### config.mk
export PLATFORM = sky130hd
export DESIGN_NAME = my_pipelined_leftshifter
export DESIGN_NICKNAME = d
export VERILOG_FILES = /design/src/rtl/my_pipelined_leftshifter_pkg.sv /design/src/rtl/my_pipelined_leftshifter_stage.sv /design/src/rtl/my_pipelined_leftshifter.sv
export SDC_FILE = /design/constraint.sdc
export NUM_CORES = 1
export LEC_CHECK = 0
export CORE_ASPECT_RATIO = 1.4
export CORE_MARGIN = 3
export CORE_UTILIZATION = 47
export DETAILED_ROUTE_END_ITERATION = 10
export PLACE_DENSITY = 0.81
export SYNTH_ARGS = -nofsm -noshare
export SYNTH_HDL_FRONTEND = slang
export SYNTH_SLANG_ARGS = --single-unit
### constraint.sdc
create_clock -name clock -period 2.3 [get_ports clock]
set_input_delay 0.46 -clock clock [delete_from_list [all_inputs] [get_ports clock]]
set_output_delay 0.46 -clock clock [all_outputs]
set_load 0.03 [all_outputs]
### src/rtl/my_pipelined_leftshifter_pkg.sv
// Shared defaults and shift-split constants for the pipelined left shifter.
package my_pipelined_leftshifter_pkg;

  // Default operand, shift-amount and tag widths.
  localparam int DEF_WIDTH   = 32;
  localparam int DEF_SHAMT_W = 5;
  localparam int DEF_TAG_W   = 5;

  // Number of low shift-amount bits resolved in the second stage (steps 4, 2, 1).
  localparam int LO_SHAMT_BITS = 3;

  // Shift distance controlled by shift-amount bit number bit_idx.
  function automatic int step_size(input int bit_idx);
    return 1 << bit_idx;
  endfunction

endpackage

### src/rtl/my_pipelined_leftshifter_stage.sv
// One power-of-two step of the left barrel shifter: shift by SHIFT or pass through.
module my_leftshift_stage
  import my_pipelined_leftshifter_pkg::*;
#(
  parameter int WIDTH = DEF_WIDTH,
  parameter int SHIFT = 1
) (
  input  logic [WIDTH-1:0] data_input,
  input  logic             control_bit,
  output logic [WIDTH-1:0] data_output
);

  // Vacated low bits are zero-filled; bits shifted past the MSB are dropped.
  assign data_output = control_bit ? {data_input[WIDTH-1-SHIFT:0], {SHIFT{1'b0}}}
                                   : data_input;

endmodule

### src/rtl/my_pipelined_leftshifter.sv
// Two-stage pipelined logical left shifter with valid/ready handshakes,
// flush and a sideband tag. Stage 1 resolves the large steps (16, 8), stage 2
// the small steps (4, 2, 1).
module my_pipelined_leftshifter
  import my_pipelined_leftshifter_pkg::*;
#(
  parameter int WIDTH   = DEF_WIDTH,
  parameter int SHAMT_W = DEF_SHAMT_W,
  parameter int TAG_W   = DEF_TAG_W
) (
  input  logic               clock,
  input  logic               reset,
  input  logic               flush,
  input  logic               in_valid,
  output logic               in_ready,
  input  logic [WIDTH-1:0]   in_data,
  input  logic [SHAMT_W-1:0] in_shamt,
  input  logic [TAG_W-1:0]   in_tag,
  output logic               out_valid,
  input  logic               out_ready,
  output logic [WIDTH-1:0]   out_data,
  output logic [TAG_W-1:0]   out_tag
);

  localparam int HI_BITS = SHAMT_W - LO_SHAMT_BITS;

  // Stage registers.
  logic                     r_s1_valid;
  logic [WIDTH-1:0]         r_s1_data;
  logic [LO_SHAMT_BITS-1:0] r_s1_shamt;
  logic [TAG_W-1:0]         r_s1_tag;
  logic                     r_s2_valid;
  logic [WIDTH-1:0]         r_out_data;
  logic [TAG_W-1:0]         r_out_tag;

  // Handshake and datapath wires.
  logic                              w_s1_ready;
  logic                              w_s2_ready;
  logic                              w_in_fire;
  logic                              w_advance;
  logic [HI_BITS:0][WIDTH-1:0]       w_s1_chain;
  logic [LO_SHAMT_BITS:0][WIDTH-1:0] w_s2_chain;

  // Ready flows backwards combinationally so a full pipeline still moves every cycle.
  assign w_s2_ready = !r_s2_valid | out_ready;
  assign w_s1_ready = !r_s1_valid | w_s2_ready;
  assign in_ready   = w_s1_ready & !flush;
  assign w_in_fire  = in_valid & in_ready;
  assign w_advance  = r_s1_valid & w_s2_ready & !flush;

  // Large steps, MSB of the shift amount first, feeding the stage-1 register.
  assign w_s1_chain[0] = in_data;
  generate
    for (genvar gi = 0; gi < HI_BITS; gi++) begin : g_s1_step
      my_leftshift_stage #(
        .WIDTH(WIDTH),
        .SHIFT(step_size(SHAMT_W - 1 - gi))
      ) u_step (
        .data_input (w_s1_chain[gi]),
        .control_bit(in_shamt[SHAMT_W-1-gi]),
        .data_output(w_s1_chain[gi+1])
      );
    end
  endgenerate

  // Small steps driven by the registered low shift-amount bits.
  assign w_s2_chain[0] = r_s1_data;
  generate
    for (genvar gi = 0; gi < LO_SHAMT_BITS; gi++) begin : g_s2_step
      my_leftshift_stage #(
        .WIDTH(WIDTH),
        .SHIFT(step_size(LO_SHAMT_BITS - 1 - gi))
      ) u_step (
        .data_input (w_s2_chain[gi]),
        .control_bit(r_s1_shamt[LO_SHAMT_BITS-1-gi]),
        .data_output(w_s2_chain[gi+1])
      );
    end
  endgenerate

  // Valid bits: flush empties both stages and wins over every other event.
  always_ff @(posedge clock or posedge reset) begin
    if (reset) begin
      r_s1_valid <= 1'b0;
      r_s2_valid <= 1'b0;
    end else if (flush) begin
      r_s1_valid <= 1'b0;
      r_s2_valid <= 1'b0;
    end else begin
      r_s1_valid <= w_in_fire | (r_s1_valid & !w_s2_ready);
      r_s2_valid <= (r_s1_valid & w_s2_ready) | (r_s2_valid & !out_ready);
    end
  end

  // Stage data loads only on a transfer, so stalled contents hold stable.
  always_ff @(posedge clock or posedge reset) begin
    if (reset) begin
      r_s1_data  <= '0;
      r_s1_shamt <= '0;
      r_s1_tag   <= '0;
      r_out_data <= '0;
      r_out_tag  <= '0;
    end else begin
      if (w_in_fire) begin
        r_s1_data  <= w_s1_chain[HI_BITS];
        r_s1_shamt <= in_shamt[LO_SHAMT_BITS-1:0];
        r_s1_tag   <= in_tag;
      end
      if (w_advance) begin
        r_out_data <= w_s2_chain[LO_SHAMT_BITS];
        r_out_tag  <= r_s1_tag;
      end
    end
  end

  assign out_valid = r_s2_valid;
  assign out_data  = r_out_data;
  assign out_tag   = r_out_tag;

endmodule

**Word-level counts from Yosys, hierarchy flattened**

Cells that the tools add are included.

- Flip-flop bits (word level): 79
- Bits of input ports: 47
- Output and inout bits: 39
- Logic and storage cells: 29

- Mux-type cells: 7
- Bitwise logic cells: 10
- Reduce and logical (&&, ||, !) cells: 5

Operators with widths:

| operator | count |
|---|---|
| 32-bit 2-to-1 mux | 5 |
| 1-bit bitwise AND | 6 |
| 1-bit logical NOT | 5 |
| 1-bit OR | 4 |
| 1-bit 2-to-1 mux | 2 |

**Logic depth before layout (Yosys ltp)**

Gate-level depths: netlist of run 1.

- Word-level depth: 7
- Depth in mapped cells: 6
- Mapped depth without buffers: 3

**By module**

From an unflattened synthesis of run 1, not the netlist that was laid out.

- Cells, all modules: 352
- Area total of the unflattened synthesis: 5178.7 µm²

By module, submodules not included:

| module | instances | cells an instance | area each (µm²) | sequential area each (µm²) |
|---|---|---|---|---|
| my_pipelined_leftshifter | 1 | 174 | 2959.1 | 1976.9 |
| my_leftshift_stage at g_s2_step[2].u_step | 1 | 36 | 535.5 | 0.0 |
| my_leftshift_stage at g_s2_step[1].u_step | 1 | 36 | 521.8 | 0.0 |
| my_leftshift_stage at g_s2_step[0].u_step | 1 | 36 | 500.5 | 0.0 |
| my_leftshift_stage at g_s1_step[1].u_step | 1 | 35 | 354.1 | 0.0 |
| my_leftshift_stage at g_s1_step[0].u_step | 1 | 35 | 307.8 | 0.0 |

**Least setup slack after synthesis of run 1**

OpenSTA, ideal clock, no wires.

- Kind: reg2out
- Start: register r_s2_valid (netlist: out_valid)
- End: output in_ready
- Data arrival time: 1472 ps
- Required time: 1840 ps
- Setup slack: 368 ps
- Cell stages (with the launch flop): 5
- Path buffers: 2
- Cells stage by stage: dfrtp_1 -> nor2b_1 -> buf_2 -> clkbuf_1 -> a21oi_1

- Cells in the longest elaborated chain, start to end: 4

RTL lines:

| what | RTL line | source |
|---|---|---|
| start: declaration | my_pipelined_leftshifter.sv:32 | `logic r_s2_valid;` |
| start signal: assignment | my_pipelined_leftshifter.sv:91 | `r_s2_valid <= (r_s1_valid & w_s2_ready) \| (r_s2_valid & !out_ready);` |
| 1-bit logical NOT | my_pipelined_leftshifter.sv:45 | `assign w_s2_ready = !r_s2_valid \| out_ready;` |
| 1-bit OR | my_pipelined_leftshifter.sv:45 |  |
| 1-bit OR | my_pipelined_leftshifter.sv:46 | `assign w_s1_ready = !r_s1_valid \| w_s2_ready;` |
| 1-bit bitwise AND | my_pipelined_leftshifter.sv:47 | `assign in_ready = w_s1_ready & !flush;` |
| end: declaration | my_pipelined_leftshifter.sv:15 | `output logic in_ready,` |

Every way passes these cells.

**Worst setup path after layout of run 1**

- Start: register r_out_data[28] (netlist: out_data[28])
- End: output out_data[28]

RTL lines:

| what | RTL line | source |
|---|---|---|
| start: declaration | my_pipelined_leftshifter.sv:33 | `logic [WIDTH-1:0] r_out_data;` |
| start signal: assignment | my_pipelined_leftshifter.sv:110 | `r_out_data <= w_s2_chain[LO_SHAMT_BITS];` |
| end: declaration | my_pipelined_leftshifter.sv:21 | `output logic [WIDTH-1:0] out_data,` |

No word-level cell between the ends.

==> results of run 1 <==
-- layout by cell type (no fill, tap or decap) --
cell	netlist	routed
buf_12	0	4
nand4_1	1	1
bufinv_16	0	2
clkinvlp_4	0	3
buf_4	1	8
clkdlybuf4s50_1	0	84
clkbuf_8	0	2
a211o_1	1	1
o2bb2ai_1	7	7
o21ai_1	1	1
dfrtp_1	79	79
o31ai_1	28	28
clkinv_2	0	1
o21bai_1	1	1
inv_1	13	12
nor2_1	12	12
mux4_2	1	1
nor3_1	1	1
o22ai_1	51	51
o41ai_1	1	1
nand4bb_1	1	1
mux2_2	21	21
a211oi_1	3	3
clkbuf_16	0	9
mux2_4	3	3
nand2_1	10	10
mux2i_1	42	42
o21ai_0	29	29
a21oi_1	3	3
and3_1	1	1
and3b_1	2	2
nand2b_1	3	3
mux2_1	45	45
nor2b_1	3	2
o31a_1	1	1
or2_1	2	2
nor2b_2	0	1
-- through the flow --
| stage | hold WS (ns) | setup WS, ns | instance area, um^2 | cells | util [%] |
|---|---|---|---|---|---|
| detailed placement | 0.475 | 0.218 | 5370 | 569 | 59.1 |
| floorplan | 0.454 | 0.368 | 4430 | 405 | - |
| CTS | 0.488 | 0.443 | 5700 | 585 | 62.8 |
| global route | 0.508 | 0.354 | 5700 | 585 | 62.8 |
| finish | 0.487 | 0.447 | 5700 | 585 | 62.8 |
| global placement | 0.464 | 0.275 | 5370 | 569 | 59.1 |
-- per-layer routing --
metal,track usage [%],wire [um]
met1,27.4,4500
met4,8.79,236
met2,33.3,5220
met3,4.70,527
met5,0,0
-- cell usage after synthesis (2+ instances only) --
cell        n
dfrtp_1    79
o22ai_1    51
mux2_1     45
mux2i_1    42
o21ai_0    29
o31ai_1    28
mux2_2     21
buf_2      18
clkbuf_1   17
inv_1      13
nor2_1     12
nand2_1    10
o2bb2ai_1   7
a211oi_1    3
a21oi_1     3
mux2_4      3
nand2b_1    3
nor2b_1     3
and3b_1     2
buf_1       2
or2_1       2
-- cell families after synthesis --
group / after synthesis / synth area share, %
buffers and inverters: 52 / 5.17
multiplexers: 112 / 27.8
AO/OA/AOI/OAI: 126 / 18.3
flip-flops: 79 / 44.6
AND/OR/NAND/NOR: 36 / 4.04
-- flip-flops by register name (all words and copies together), names as in the netlist --
name and cells:
out_data 32, r_s1_data 32, out_tag 5, r_s1_tag 5
r_s1_shamt 3, out_valid 1, r_s1_valid 1
-- power by group through the flow --
stage          logic [mW]  registers [mW]  clock network (mW)
5_1_grt              2.02            1.95                1.62
3_5_place_dp         1.88            1.93                   0
3_3_place_gp         1.84            1.91                   0
2_1_floorplan       0.859            2.24                   0
6_report             1.89            1.91                1.55
4_1_cts              1.89            1.91                1.57
-- how the worst max path moves through the flow --
stage / startpoint / to / slack [ns] / cells after the start
after floorplan: out_valid / in_ready / 0.37 / 4
after global placement: out_ready / r_s1_data[28] / 0.27 / 5
after detailed placement: out_ready / r_s1_data[16] / 0.22 / 5
after CTS: out_tag[2] / out_tag[2] / 0.44 / 1
after global routing: r_s1_shamt[1] / out_data[7] / 0.35 / 3
final: out_data[28] / out_data[28] / 0.45 / 1
-- final cells by class --
type                       count  area (um^2)
fill                         715         3380
multi-input combinational    274         2220
sequential                    79         1980
timing repair buffer          96          981
clock buffer                  11          253
tap                          107          134
clock inverter                 5         80.1
inverter                      13         52.6
==> qor.txt, run 1 <==
Avg Inst Size Synth: 10.9 um^2
Clock sink count: 79
Flop pwr share: 35.7%
Hold Path Sink: out_tag[4]
Ys async rst share: 100%
Combinational power share: 35.4%
Final worst path period share: 80.6%
DP HPWL: 7450 um
Clk buf depth: 2
Fmax achieved: 540 MHz
GRT Overall Usage: 20.9%
Core ar.: 0.00908 mm^2
Worst vdd ir: 442 uV
H-Tree Depth: 3
Avg WL per Cell: 17.9 um
Final Max Slew Viols: 0
Clock power frac: 28.9%
Slowest CP cell: clkdlybuf4s50_1
Final WL: 10500 um
Vias in the first global route: 3475
Vias: 3512
CTS buffer count: 9
Pwr Total: 5.34 mW
Post CTS Setup Buffer Count: 0
CP bufs+invs: 1
Leakage power: 2.46 nW
Reg2reg setup slack: 0.45 ns
Hold crit path type: reg -> reg
First-pass GRT wire length: 17400 um
Initial antenna violation count: 0
CTS tree: built
Required time of the critical path: 1.84 ns
NetSw: 1.79 mW
Area leader, netlist: dfrtp_1
Yosys reg bits: 79
Synth Cell Area: 0.00443 mm^2
Global placement routability congestion: 0.833
Antenna viol nets, final: 0
Root buf cell: clkbuf_16
Post-synth EDFFs: 0
Synth area leaders: dfrtp_1, mux2_1, mux2i_1
Die W: 88.0 um
Die ar.: 0.0106 mm^2
Unique masters post-synth: 33
Pwr dens: 937 mW/mm^2
Yosys top cell area share: 44.6%
Area grow syn2layout: 28.8%
Register-to-Register Path Depth: 4
Top-level I/O count: 86
Hold buffers post-CTS: 0
RSZ-0062 raised after global routing: no
Net count after synthesis: 452
Sw frac: 33.6%
Tightest Pin Transition: 0.806 ns
Tmin final: 1.85 ns
Clock Pin Slew Worst Setup and Hold Paths: 0.06 ns
Cells after synthesis: 405
PortBufs: 85
FP Rows: 41
Crit path max-delay family: buffers and inverters
Clock Skews: 0.00705 ns
# Max-Cap Violations: 0
Nets@finish: 520
Largest net degree at the start of global routing: 80
DRT iter0 DRCs: 299
Sequential area share after synthesis: 44.6%
CP Max Fanout: 2
Critical Path Max Stage Delay: 0.68 ns
Headroom to the max-slew limit: 46.1%
Kind of critical path: reg -> out
Worst r2r dst: out_data[26]
# setup viols final: 0
# diodes: 0
FF-to-FF Start: r_s1_shamt[2]
Crit path DAT: 1.39 ns
Crit path capture type: output pin
Top FF cell, synth: dfrtp_1
Skew-Pair Late Insertion Delay: 0.33 ns
CP cell instances: clkdlybuf4s50_1
Share of layout cells above drive strength 1: 11.5%
Initial core utilization: 48.8%
P_int: 3.55 mW
Setup TNS: 0 ns
Gates resized, CTS repair: 0
Synthesis warning total: 0
DIE HEIGHT: 121 um
Crit start category: flop
Worst hold stages: 1
Hold_sp: r_s1_tag[4]
Outcome: completed
Overflow after GRT: 0
Vias/cell: 6.00
Pre-Repair DR Iteration Count: 5
Post-route DRC: 0
Hold Vio Cnt, Final: 0
(Power assumes the default switching activity.)
==> run 2, diff against run 1 <==
Settings changed: CORE_UTILIZATION 47 to 48, PLACE_DENSITY 0.81 to 0.8.
Clock period 2.3 ns to 1.92 ns, I/O delays scaled along.
==> qor.txt, run 2 (synthesis gave the netlist of run 1 again) <==
Area grow syn2layout: 31.4%
Multi-input gate area: 0.00222 mm^2 (unchanged)
Die W: 87.2 um (-0.98%)
Antenna viol nets, final: 0 (unchanged)
Final WL: 10800 um (+3.1%)
CTS buffer count: 9 (unchanged)
Fillers: 659 (-7.8%)
Required time of the critical path: 1.54 ns (-0.30 ns)
Critical Path Stages: 1 (unchanged)
P_int: 4.21 mW (+19%)
Share of layout cells above drive strength 1: 14.0% (+2.5 points)
Hold crit path type: in -> async
Commonest non-fill, non-tap cells in the layout: clkdlybuf4s50_1, dfrtp_1, o22ai_1
Post-route DRC: 0 (unchanged)
Pwr dens: 1090 mW/mm^2 (+17%)
First-pass GRT wire length: 17800 um (+2.4%)
Fmax achieved: 560 MHz
Clock sink count: 79 (unchanged)
Critical Path Max Stage Delay: 0.68 ns (about the same)
Worst vdd ir: 719 uV (+63%)
Avg WL per Cell: 18.1 um (+0.86%)
Final Max Slew Viols: 0 (unchanged)
DRT iter0 DRCs: 291 (-2.7%)
Headroom to the max-slew limit: 63.1% (+17 points)
Vias in the first global route: 3580 (+3.0%)
Crit start category: flop
Register-to-Register Path Depth: 3 (-1)
Root buf cell: clkbuf_16
Post CTS Setup Buffer Count: 0 (unchanged)
Nets@finish: 535 (+2.9%)
Clock Skews: 0.00487 ns (-0.00218 ns)
Core ar.: 0.00876 mm^2 (-3.5%)
GRT Overall Usage: 21.5% (+0.59 points)
PortBufs: 85 (unchanged)
Initial antenna violation count: 0 (unchanged)
CTS tree: built
Vias/cell: 6.08 (+1.3%)
Tightest Pin Transition: 0.553 ns (-0.253 ns)
Vias: 3635 (+3.5%)
Overflow after GRT: 0 (unchanged)
Top-level I/O count: 86 (unchanged)
RSZ-0062 raised after global routing: no
DP HPWL: 7990 um (+7.2%)
Initial core utilization: 50.6% (+1.8 points)
Flop pwr share: 35.7% (about the same)
Outcome: completed
DIE HEIGHT: 120 um (-0.99%)
H-Tree Depth: 3 (unchanged)
Global placement routability congestion: 0.817 (-1.9%)
CP Max Fanout: 2 (unchanged)
Crit path max-delay family: buffers and inverters
FP Rows: 40 (-2.4%)
Sw frac: 33.9% (+0.30 points)
Crit path DAT: 1.40 ns (about the same)
Die ar.: 0.0104 mm^2 (-2.0%)
Clock Pin Slew Worst Setup and Hold Paths: 0.06 ns (about the same)
Most common cell after layout, fill and taps aside: clkdlybuf4s50_1
Gates resized, CTS repair: 0 (unchanged)
Final worst slack: 0.134 ns (-0.313 ns)
NetSw: 2.16 mW (+20%)
# setup viols final: 0 (unchanged)
CP bufs+invs: 1 (unchanged)
Pre-Repair DR Iteration Count: 4 (-1)
Skew-Pair Late Insertion Delay: 0.34 ns (about the same)
Clk buf depth: 2 (unchanged)
Hold Vio Cnt, Final: 0 (unchanged)
FF+latch area: 0.00198 mm^2 (unchanged)
# Max-Cap Violations: 0 (unchanged)
Pwr Total: 6.36 mW (+19%)
Pre-CTS WS: -0.0462 ns (-0.264 ns)
Crit path capture type: output pin
Tmin final: 1.79 ns
Leakage power: 2.53 nW (+2.9%)
Largest net degree at the start of global routing: 36 (-55%)
Combinational power share: 36.3% (+0.9 points)
Hold buffers post-CTS: 0 (unchanged)
CP cell instances: clkdlybuf4s50_1
Final worst path period share: 93.0%
Slowest CP cell: clkdlybuf4s50_1
Clock power frac: 28.0% (-0.9 points)
# diodes: 0 (unchanged)
Kind of critical path: reg -> out
==> run 2: metrics by stage <==
stage / setup TNS, ns / instances / hold slack (ns) / cell area [um^2] / util, %
3_5_place_dp: -0.947 / 582 / 0.477 / 5500 / 62.8
4_1_cts: 0 / 598 / 0.379 / 5820 / 66.4
6_report: 0 / 598 / 0.383 / 5820 / 66.4
5_1_grt: 0 / 598 / 0.403 / 5820 / 66.4
3_3_place_gp: 0 / 582 / 0.465 / 5500 / 62.8
2_1_floorplan: 0 / 405 / 0.450 / 4430 / -
==> run 2: per-layer routing <==
metal  vias up  global-route usage, %  part of all wire (%)
li1       1701                      -                     -
met5         -                      0                     0
met4         0                   10.3                   3.2
met1      1775                   28.0                    41
met2       135                   34.2                    50
met3        24                   4.19                   5.2
==> run 2: layout make-up <==
cell class	instances	area share, %
clock buffer	10	3.94
clock inverter	6	1.46
multi-input combinational	274	38.2
timing repair buffer	111	19.2
inverter	13	0.903
tap	105	2.26
sequential	79	34.0
==> run 2: worst register-to-register path: cells and delay by family (launching register included) <==
kind | cells | cell delay (ns)
flip-flops | 1 | 0.47
multiplexers | 3 | 1.11
==> run 2: path summary, 6_finish.rpt <==
kind	startpoint	end	slack, ns
setup / recovery	out_data[31]	out_data[31]	0.13
hold / removal	reset	out_data[2]	0.38
setup reg to reg	r_s1_shamt[2]	out_data[6]	0.24
hold reg to reg	r_s1_tag[4]	r_s1_tag[4]	0.49
max in group asynchronous	reset	r_s1_data[12]	1.06
min in group clock	r_s1_tag[4]	r_s1_tag[4]	0.49
==> run 2: power groups by stage <==
stage               Sequential, mW  Combinational [mW]  Clock (mW)
floorplan                     2.68                1.03           0
global placement              2.27                2.26           0
detailed placement            2.30                2.30           0
CTS                           2.27                2.31        1.81
global route                  2.32                2.47        1.90
finish                        2.27                2.31        1.78
==> run 3, diff against run 2 <==
Settings changed: TNS_END_PERCENT from default to 50.
==> results of run 3 <==
The final DEF is identical to that of run 2; final timing and power are the same.
